**src/rtl/ahb_arbiter.sv**
```systemverilog
// rtl/ahb_arbiter.sv - two-master round-robin bus arbiter with registered one-hot grants and select mux
module ahb_arbiter (
   input  logic       hclk,
   input  logic       hresetn,
   input  logic       hreq_1,
   input  logic       hreq_2,
   input  logic [1:0] sel_1,
   input  logic [1:0] sel_2,
   input  logic       hready,
   input  logic       hready_out,
   input  logic       hresp,
   output logic       hgrant_1,
   output logic       hgrant_2,
   output logic [1:0] sel
);

   typedef enum logic [1:0] {
      IDLE = 2'b00,
      GNT1 = 2'b01,
      GNT2 = 2'b10
   } state_t;

   // last_owner: 0 = master 1, 1 = master 2
   state_t     state_q, state_d;
   logic       last_owner_q, last_owner_d;
   logic [1:0] sel_q, sel_d;
   logic       boundary;

   assign boundary = hready | hready_out;

   always_comb begin
      state_d = state_q;
      case (state_q)
         IDLE: begin
            if (hreq_1 && hreq_2) begin
               state_d = last_owner_q ? GNT1 : GNT2;
            end else if (hreq_1) begin
               state_d = GNT1;
            end else if (hreq_2) begin
               state_d = GNT2;
            end
         end
         GNT1: begin
            // a pending request from the other master beats an error release
            if (boundary) begin
               if (hreq_2) begin
                  state_d = GNT2;
               end else if (hresp || !hreq_1) begin
                  state_d = IDLE;
               end
            end
         end
         GNT2: begin
            if (boundary) begin
               if (hreq_1) begin
                  state_d = GNT1;
               end else if (hresp || !hreq_2) begin
                  state_d = IDLE;
               end
            end
         end
         default: state_d = IDLE;
      endcase
   end

   always_comb begin
      last_owner_d = last_owner_q;
      sel_d        = 2'b00;
      case (state_d)
         GNT1: begin
            last_owner_d = 1'b0;
            sel_d        = sel_1;
         end
         GNT2: begin
            last_owner_d = 1'b1;
            sel_d        = sel_2;
         end
         default: begin
            last_owner_d = last_owner_q;
            sel_d        = 2'b00;
         end
      endcase
   end

   always_ff @(posedge hclk) begin
      if (hresetn) begin
         state_q      <= IDLE;
         last_owner_q <= 1'b1;
         sel_q        <= 2'b00;
      end else begin
         state_q      <= state_d;
         last_owner_q <= last_owner_d;
         sel_q        <= sel_d;
      end
   end

   assign hgrant_1 = (state_q == GNT1);
   assign hgrant_2 = (state_q == GNT2);
   assign sel      = sel_q;

endmodule

```
**config.mk**
```make
export PLATFORM = sky130hd
export DESIGN_NAME = ahb_arbiter
export DESIGN_NICKNAME = d
export VERILOG_FILES = /design/src/rtl/ahb_arbiter.sv
export SDC_FILE = /design/constraint.sdc
export NUM_CORES = 1
export LEC_CHECK = 0
export ABC_CLOCK_PERIOD_IN_PS = 2100
export BUFFER_PORTS_ARGS = -buffer_cell sky130_fd_sc_hd__clkbuf_2
export CAP_MARGIN = 20
export CORE_AREA = 4 4 41 43
export DETAILED_ROUTE_END_ITERATION = 8
export DIE_AREA = 0 0 45 47
export GPL_TIMING_DRIVEN = 0
export SYNTH_ARGS = -nofsm -noshare
export SYNTH_HDL_FRONTEND = slang
export SYNTH_SLANG_ARGS = --single-unit
```
**constraint.sdc**
```tcl
create_clock -name hclk -period 2.1 [get_ports hclk]
set_clock_uncertainty 0.15 [all_clocks]
set_input_delay 0.315 -clock hclk [delete_from_list [all_inputs] [get_ports hclk]]
set_output_delay 0.315 -clock hclk [all_outputs]
set_load 0.01 [all_outputs]
```
# Word level (Yosys, flattened, before mapping)
# Index checks and enable logic that the tools add are counted.
# word_totals
register_bits	5
inputBits	11
out_inout_bits	4
word_cells	28
# op_classes
eq_ne	4
mux	13
n_bitwise	1
reduce_logical	7
# op_table
cell	count
two-way mux 2 bit	10
one-hot mux 2 bit (3 select lines)	1
== test 2 x 1 -> 1 bit (second input constant)	2
== test 2 bit (second input constant)	2
one-hot mux 2 bit (2 select lines)	1
zero test 1 bit	2
zero test 2 bit	1
logical OR 1 bit	2
one-hot mux 1 bit (2 select lines)	1
nonzero test 2 bit	1
logical AND 1 bit	1
bitwise OR 1 bit	1

# Longest topological paths before layout
# Gate-level depths: netlist (run 1).
# depth
word_depth	8
mapped_depth	6
ltp_nobuf	6

# Least setup slack after synthesis (run 1)
# OpenSTA, ideal clock, no wires.
# synth_timing
kind	in2reg
startpoint	input hready_out
endpoint	register last_owner_q
setup_ns	0.120
arrival_ns	1.427
required_ns	1.830
path_slack_ns	0.403
path_stages	5
n_path_buf	0
path_cell_list	or2_1 -> a21oi_2 -> o22ai_1 -> ha_1 -> a211o_1
# synth_via
elab_chain_cells	5
elab_cells_between_ends	8
classes_between	eq/ne (2); mux (4); bitwise (1); reduce/logical (1)
# synth_rtl
item	line_no	text
from (decl)	10	input logic hready_out,
bitwise OR 1 bit *	29	assign boundary = hready | hready_out;
two-way mux 2 bit (on tied branches)	54, 45	
one-hot mux 2 bit (3 select lines) *	33	case (state_q)
via state_d[1]	24	state_t state_q, state_d;
== test 2 bit / == test 2 x 1 -> 1 bit (equally long branches)	69	case (state_d)
one-hot mux 1 bit (2 select lines) / nonzero test 2 bit (equally long branches)	-	
to (signal assigned)	92	last_owner_q <= last_owner_d;
to (decl)	25	logic last_owner_q, last_owner_d;
# Mark *: on every way through the listed nets, which the timed path passes. The rest lies on a longest branch.
# A chain may end at the register's enable or synchronous reset.

# Worst setup path in the final report (run 1)
# layout_timing
startpoint	register state_q[1]
endpoint	register last_owner_q
# layout_via
elab_chain_cells	6
elab_cells_between_ends	17
classes_between	eq/ne (4); mux (11); reduce/logical (2)
# layout_rtl
item	line_no	text
from (decl)	24	
from (signal assigned)	91	state_q <= state_d;
two-way mux 2 bit (on tied branches)	57, 39, 48	
two-way mux 2 bit (on tied branches)	55, 37, 46	
two-way mux 2 bit (on tied branches)	54, 35, 45	
one-hot mux 2 bit (3 select lines) *	33	
== test 2 bit / == test 2 x 1 -> 1 bit (equally long branches)	69	
one-hot mux 1 bit (2 select lines) / nonzero test 2 bit (equally long branches)	-	
# Every way passes the cells marked *; elsewhere a longest branch is shown, timed or not.

==> metrics.md, run 1 <==
| Metric | Value |
|---|---|
| Max H-tree Level | 1 |
| Status | complete, no violations |
| Detailed Route WL | about 730 um |
| Sequential share of the synthesized area | between 20% and 30% |
| Die span in x | ~45 um |
| Worst stage delay on the critical path | 0.38 ns |
| Total GRT Usage | slightly above 8% |
| Tcrit/Tclk final | between 80 and 90% |
| Port bufs | 14 |
| Slew HR | 82.94% |
| Slew @ Worst Pin | roughly 0.25 ns |
| Ys Warns | 0 |
| Die height | approximately 47 um |
| DIE AREA | 2115 sq um |
| Setup Fix Bufs, Post-CTS | 0 |
| Hold Buf Count CTS | 0 |
| Hold WC Path Type | input port to flip-flop |
| Placed inst area | about 430 sq um |
| Clock buffer depth | 2 |
| Number of vias per cell | just under 5 |
| CP max FO | 5 |
| ANT cells | 0 |
| Most frequent cells in the layout | clkbuf_2 (14), dfxtp_1 (5), o21ai_1 (3), clkbuf_4 (3) |
| Register area | 100.1 sq um |
| Synth Cell Area | around 340 sq um |
| Mapped Avg Cell Area | ~9.2 sq um |
| Starting density of the core | a little over a quarter |
| Setup TNS | 0 ns |
| Drc violations | 0 |
| Largest area contributor in the netlist | dfxtp_1 |
| Yosys top cell area share | 29.30% |
| EDFF count, synth | 0 |
| Setup violators final | 0 |
| Pin count of the biggest net entering global routing | 7 |
| Tmin final | around 1.7 ns |
| Clock sink total | 5 |
| Syn Inst Count | 37 |
| Final hold vios | 0 |
| WL per Instance | just over 10 um |
| Root buffer cell | clkbuf_4 |
| Post-layout instance area | between 400 and 500 sq um |
| F_max | 582.2 MHz |
| Max-cap violations | 0 |
| Leakage Power | 0.2005 nW |
| Area growth syn-to-layout | 33.70% |
| M3 GR Usage | about 5.7% |
| Grt ovf | 0 |
| Slowest cell on crit path | dfxtp_1 |
| Area of the multi-input gates | 237.7 sq um |
| Row count | 13 |
| Routability cong. | around 0.65 |
| Max Transition Viols Final | 0 |
| Post-DP HPWL | around 600 um |
| Pwr Density | around 730 nW/um^2 |
| Met1 usage | roughly a tenth |
| Core area | ~1300 sq um |
| Antenna-violating nets left | 0 |
| Commonest non-fill, non-tap cell in the layout | clkbuf_2 |
| Startpoint Class | flip-flop |
| Clock transition at the registers of the reported paths | 0.04 ns |
| Dominant synthesized flop cell | dfxtp_1 |
| GRT busiest layer | met2 |
| M2 GR Usage | a little over a tenth |
| Syn nets | 50 |
| CTS buffer count | 3 |
| CTS tree | yes |
| Iteration-0 DRC Markers | 3 |
| FFs w/ async S/R, synth | 0% |
| Peak supply drop | 380.9 uV |
| Required time of the critical path | 2.08 ns |
| First-pass GRT wire length | 1200 um |
| Critical Path AT | approximately 1.7 ns |
| Cells along the critical path | nand2b_2 -> o21ai_2 -> o21a_1 -> ha_1 -> a211o_1 |
| Crit end category | flip-flop |
| Filler cell count | ~150 |
| Via Count | approximately 340 |
| Number of synthesized register bits | 5 |
| Vias in the first global route | 300 |
| Clock Latency Late Sink | approximately 0.24 ns |
| Fraction of final layout cells sized beyond drive strength 1 | 43.64% |
| Ranking of synthesized cells by area | dfxtp_1 (29%), ha_1 (7.3%), o32ai_2 (4.8%) |
| Drt pass-1 iters | 4 |
| Final nets | 69 |
| Crit path kind | flip-flop to flip-flop |
| Synth unique cells | 26 |
| Number of gates resized after cts | 0 |
| Top Ports | 15 |
| RSZ-0062 raised after global routing | no |
| Initial antenna violation count | 0 |
-- synth_stat cells, drive strengths merged (2+ instances only) --
library cell / n
dfxtp: 5
o21ai: 4
a21oi: 2
a22oi: 2
ha: 2
nand2b: 2
nor2: 2
nor2b: 2
nor3: 2
nor3b: 2
or2: 2
-- cells by family (layout without fill, tap and decap cells) --
logic type | after synthesis | count (layout) | share of synthesized area, %
compound gates | 14 | 14 | 33.70
simple gates | 15 | 15 | 28.58
flops | 5 | 5 | 29.31
buf+inv | 1 | 19 | 1.098
fa+ha+maj | 2 | 2 | 7.325
-- power by group --
part           internal (mW)  switching, mW
Combinational         0.0522         0.0527
Clock                 0.0718         0.0382
Sequential             0.108         0.0119
-- metrics by stage --
step	std cells	setup WS (ns)	power, mW	utilization [%]	hold WS, ns
final	70	0.3823	0.3344	35.10	0.1808
after global routing	70	0.2913	0.3637	35.10	0.1865
after CTS	70	0.3705	0.3429	35.10	0.1693
after detailed placement	66	0.2452	0.2268	33.08	0.3727
after global placement	66	0.2462	0.2259	33.08	0.3588
after floorplan	37	0.4032	0.1941	-	0.2312
-- per-layer routing --
layer	routed length [um]	part of all wire [%]
met1	359	49
met2	273	38
met3	94	13
met4	0	0
met5	0	0
-- worst paths after layout --
kind	from	end	slack, ns	cells after the start
worst max-delay path	state_q[1]$_SDFF_PP0_	last_owner_q$_SDFFE_PP1P_	0.38	5
worst min-delay path	hresetn	state_q[0]$_SDFF_PP0_	0.18	2
worst max register to register	state_q[1]$_SDFF_PP0_	last_owner_q$_SDFFE_PP1P_	0.38	5
worst min register to register	state_q[1]$_SDFF_PP0_	state_q[0]$_SDFF_PP0_	0.37	1
-- worst max-delay path: cells and delay by family (launching register included) --
family | cells | cell delay (ns)
compound gates | 3 | 0.55
simple gates | 1 | 0.18
flops | 1 | 0.38
fa+ha+maj | 1 | 0.33
-- layout make-up --
type	count	share of cell area, %
Clock buffer	4	5.753
Tap cell	15	4.110
Multi-Input combinational cell	31	52.05
Sequential cell	5	21.92
Timing Repair Buffer	14	15.34
Inverter	1	0.8219
-- registers in the layout, summed over array words and instances (netlist names) --
name and count:
state_q 2, sel 2, last_owner_q 1
Power figures use the tool's default switching activity.
==> run 2: changes to the inputs <==
--- a/config.mk
+++ b/config.mk
@@ -5,7 +5,7 @@
 export SDC_FILE = /design/constraint.sdc
 export NUM_CORES = 1
 export LEC_CHECK = 0
-export ABC_CLOCK_PERIOD_IN_PS = 2100
+export ABC_CLOCK_PERIOD_IN_PS = 1570
 export BUFFER_PORTS_ARGS = -buffer_cell sky130_fd_sc_hd__clkbuf_2
 export CAP_MARGIN = 20
 export CORE_AREA = 4 4 41 43
==> constraint.sdc (replaced) <==
create_clock -name hclk -period 1.57 [get_ports hclk]
set_clock_uncertainty 0.15 [all_clocks]
set_input_delay 0.2355 -clock hclk [delete_from_list [all_inputs] [get_ports hclk]]
set_output_delay 0.2355 -clock hclk [all_outputs]
set_load 0.01 [all_outputs]
==> metrics.md, run 2 (synthesized netlist as in run 1, its figures left out) <==
| Metric | Value |
|---|---|
| Total power | 521.6 uW (+56%) |
| Most frequent cells in the layout | clkbuf_2 (14), buf_4 (4), o21ai_1 (3), clkbuf_4 (3), dfxtp_4 (3) |
| Post-DP HPWL | 616.1 um (+3.1%) |
| Worst stage delay on the critical path | 0.36 ns (-0.02 ns) |
| Routed wl met2 | 432 um (+58%) |
| RSZ-0062 raised after global routing | yes |
| Iteration-0 DRC Markers | 3 (unchanged) |
| Clock Latency Late Sink | 0.24 ns (about the same) |
| Startpoint Class | flip-flop |
| Pre-CTS setup slack | -0.2120 ns (-0.4572 ns) |
| Power share of the combinational group | 39.4% (+8.0 points) |
| Finished Layout Cells | 74 (+5.7%) |
| Clock power frac | 27.8% (-5.1 points) |
| Slew HR | 80.63% (-2.3 points) |
| Final hold vios | 0 (unchanged) |
| Failing checks | setup timing |
| Setup crit start | state_q[0]$_SDFF_PP0_ |
| Clock transition at the registers of the reported paths | 0.04 ns (about the same) |
| Leakage Power | 0.2312 nW (+15%) |
| R2R depth | 6 (+1) |
| Port bufs | 14 (unchanged) |
| Die height | 47 um (unchanged) |
| Tcrit/Tclk final | 101.6% (+20 points) |
| Via Count | 352 (+4.1%) |
| Root buffer cell | clkbuf_4 |
| P_int | 358.8 uW (+55%) |
| Tmin final | 1.596 ns (-0.1221 ns) |
| Slowest cell on crit path | dfxtp_4 |
| Crit path to | last_owner_q$_SDFFE_PP1P_ |
| Slew @ Worst Pin | 0.2895 ns (+0.03456 ns) |
| WL per Instance | 12.12 um (+17%) |
| Crit end category | flip-flop |
| Clock buffer depth | 2 (unchanged) |
| Crit Reg-Reg Endpoint | last_owner_q$_SDFFE_PP1P_ |
| Detailed Route WL | 897 um (+24%) |
| Buffers plus inverters on the worst setup path | 0 (unchanged) |
| Routability cong. | 0.6442 (-1.0%) |
| Drt pass-1 iters | 2 (-2) |
| Setup ws final | -0.02559 ns (-0.4079 ns) |
| Starting density of the core | 26.25% (unchanged) |
| Metal1 wirelength | 390 um (+8.6%) |
| Die span in x | 45 um (unchanged) |
| Top layer used by detailed routing | met3 |
| Worst path depth | 6 (+1) |
| Grt ovf | 0 (unchanged) |
| Crit-path leading delay family | compound AO/OA/AOI/OAI gates |
| First-pass GRT wire length | 1421 um (+18%) |
| Final nets | 73 (+5.8%) |
| Total GRT Usage | 9.644% (+1.4 points) |
| Filler cell count | 142 (-4.7%) |
| Required time of the critical path | 1.54 ns (-0.54 ns) |
| Cells after DPL | 66 (unchanged) |
| Number of vias per cell | 4.757 (-1.5%) |
| Cells along the critical path | nor2b_4 -> o21ai_4 -> o21a_1 -> ha_4 -> nor2b_1 -> a211o_1 |
| CP max FO | 6 (+1) |
| Clock sink total | 5 (unchanged) |
| Top Ports | 15 (unchanged) |
| Max H-tree Level | 1 (unchanged) |
| Commonest non-fill, non-tap cell in the layout | clkbuf_2 |
| ANT cells | 0 (unchanged) |
| Setup TNS | -0.02559 ns (-0.02559 ns) |
| Area of the multi-input gates | 292.8 sq um (+23%) |
| Max-cap violations | 0 (unchanged) |
| Register area | 111.4 sq um (+11%) |
| R2R Setup Slk | -0.03 ns (-0.41 ns) |
| Core area | 1301 sq um (unchanged) |
| F_max | 626.7 MHz (+7.6%) |
| WL met3 | 75 um (-20%) |
| Crit path kind | flip-flop to flip-flop |
| Pwr Density | 943.1 nW/um^2 (+29%) |
| Peak supply drop | 571.7 uV (+50%) |
| Pin count of the biggest net entering global routing | 7 (unchanged) |
| Fraction of final layout cells sized beyond drive strength 1 | 64.41% (+21 points) |
| Setup violators final | 1 (+1) |
| Hold Buf Count CTS | 0 (unchanged) |
| Row count | 13 (unchanged) |
| Sequential power share | 32.9% (-2.9 points) |
| CTS tree | yes |
| Reg2Reg Launch Point | state_q[0]$_SDFF_PP0_ |
| Critical Path AT | 1.57 ns (-0.12 ns) |
| Antenna-violating nets left | 0 (unchanged) |
| Status | finished, violations left |
| DIE AREA | 2115 sq um (unchanged) |
| Drc violations | 0 (unchanged) |
| Vias in the first global route | 351 (+17%) |
| Fin util | 42.50% (+7.4 points) |
| CTS buffer count | 3 (unchanged) |
| Initial antenna violation count | 0 (unchanged) |
| Hold WC Path Type | input port to flip-flop |
| Sw Ratio | 31.20% (+0.49 points) |
| Area growth syn-to-layout | 61.90% |
| Sw power | 162.7 uW (+58%) |
| Max Transition Viols Final | 0 (unchanged) |
-- run 2: timing repair --
action / 4_1_cts / 5_1_grt
buffers inserted: 2 / 2
endpoints found under the setup margin: 3 / 3
endpoints found under the hold margin: 0 / 0
resized for setup: 10 / 5
pin swaps: 1 / 1
-- run 2: per-stage QoR --
step / area [sq um] / hold WS, ns
floorplan: 342.8 / 0.1443
detailed placement: 431.7 / 0.3362
global route: 553.0 / 0.07750
CTS: 520.5 / 0.07590
finish: 553.0 / 0.08701
global placement: 431.7 / 0.3348
-- run 2: cell type report --
class,count,area share [%]
inverter,1,0.6787
multi-input combinational,31,52.94
timing repair buffer,18,18.10
tap,15,3.394
sequential,5,20.14
clock buffer,4,4.751
-- run 2: routing by layer --
layer  up-vias  track usage [%]
met4         0            1.754
li1        182                -
met5         -                0
met3         0            5.747
met2        15            16.67
met1       155            10.25
-- run 2: worst min path at each step --
stage	startpoint	endpoint	slack, ns	cells after the start
2_1_floorplan	hresetn	state_q[0]$_SDFF_PP0_	0.14	1
3_3_place_gp	hresetn	state_q[0]$_SDFF_PP0_	0.33	2
3_5_place_dp	hresetn	state_q[0]$_SDFF_PP0_	0.34	2
4_1_cts	hresetn	state_q[0]$_SDFF_PP0_	0.08	2
5_1_grt	hresetn	state_q[0]$_SDFF_PP0_	0.08	2
6_report	hresetn	state_q[0]$_SDFF_PP0_	0.09	2
-- run 2: power by group through the flow --
| stage | sequential, mW | combinational [mW] | clock [mW] |
|---|---|---|---|
| floorplan | 0.161 | 0.0992 | 0 |
| global placement | 0.162 | 0.141 | 0 |
| detailed placement | 0.163 | 0.143 | 0 |
| CTS | 0.168 | 0.188 | 0.155 |
| global route | 0.174 | 0.227 | 0.164 |
| finish | 0.171 | 0.205 | 0.145 |
-- run 2: worst reg2reg max path, cell delays in order (launching register included) --
cell and delay [ns]:
dfxtp_4 0.36, nor2b_4 0.15, o21ai_4 0.08, o21a_1 0.20
ha_4 0.29, nor2b_1 0.04, a211o_1 0.21
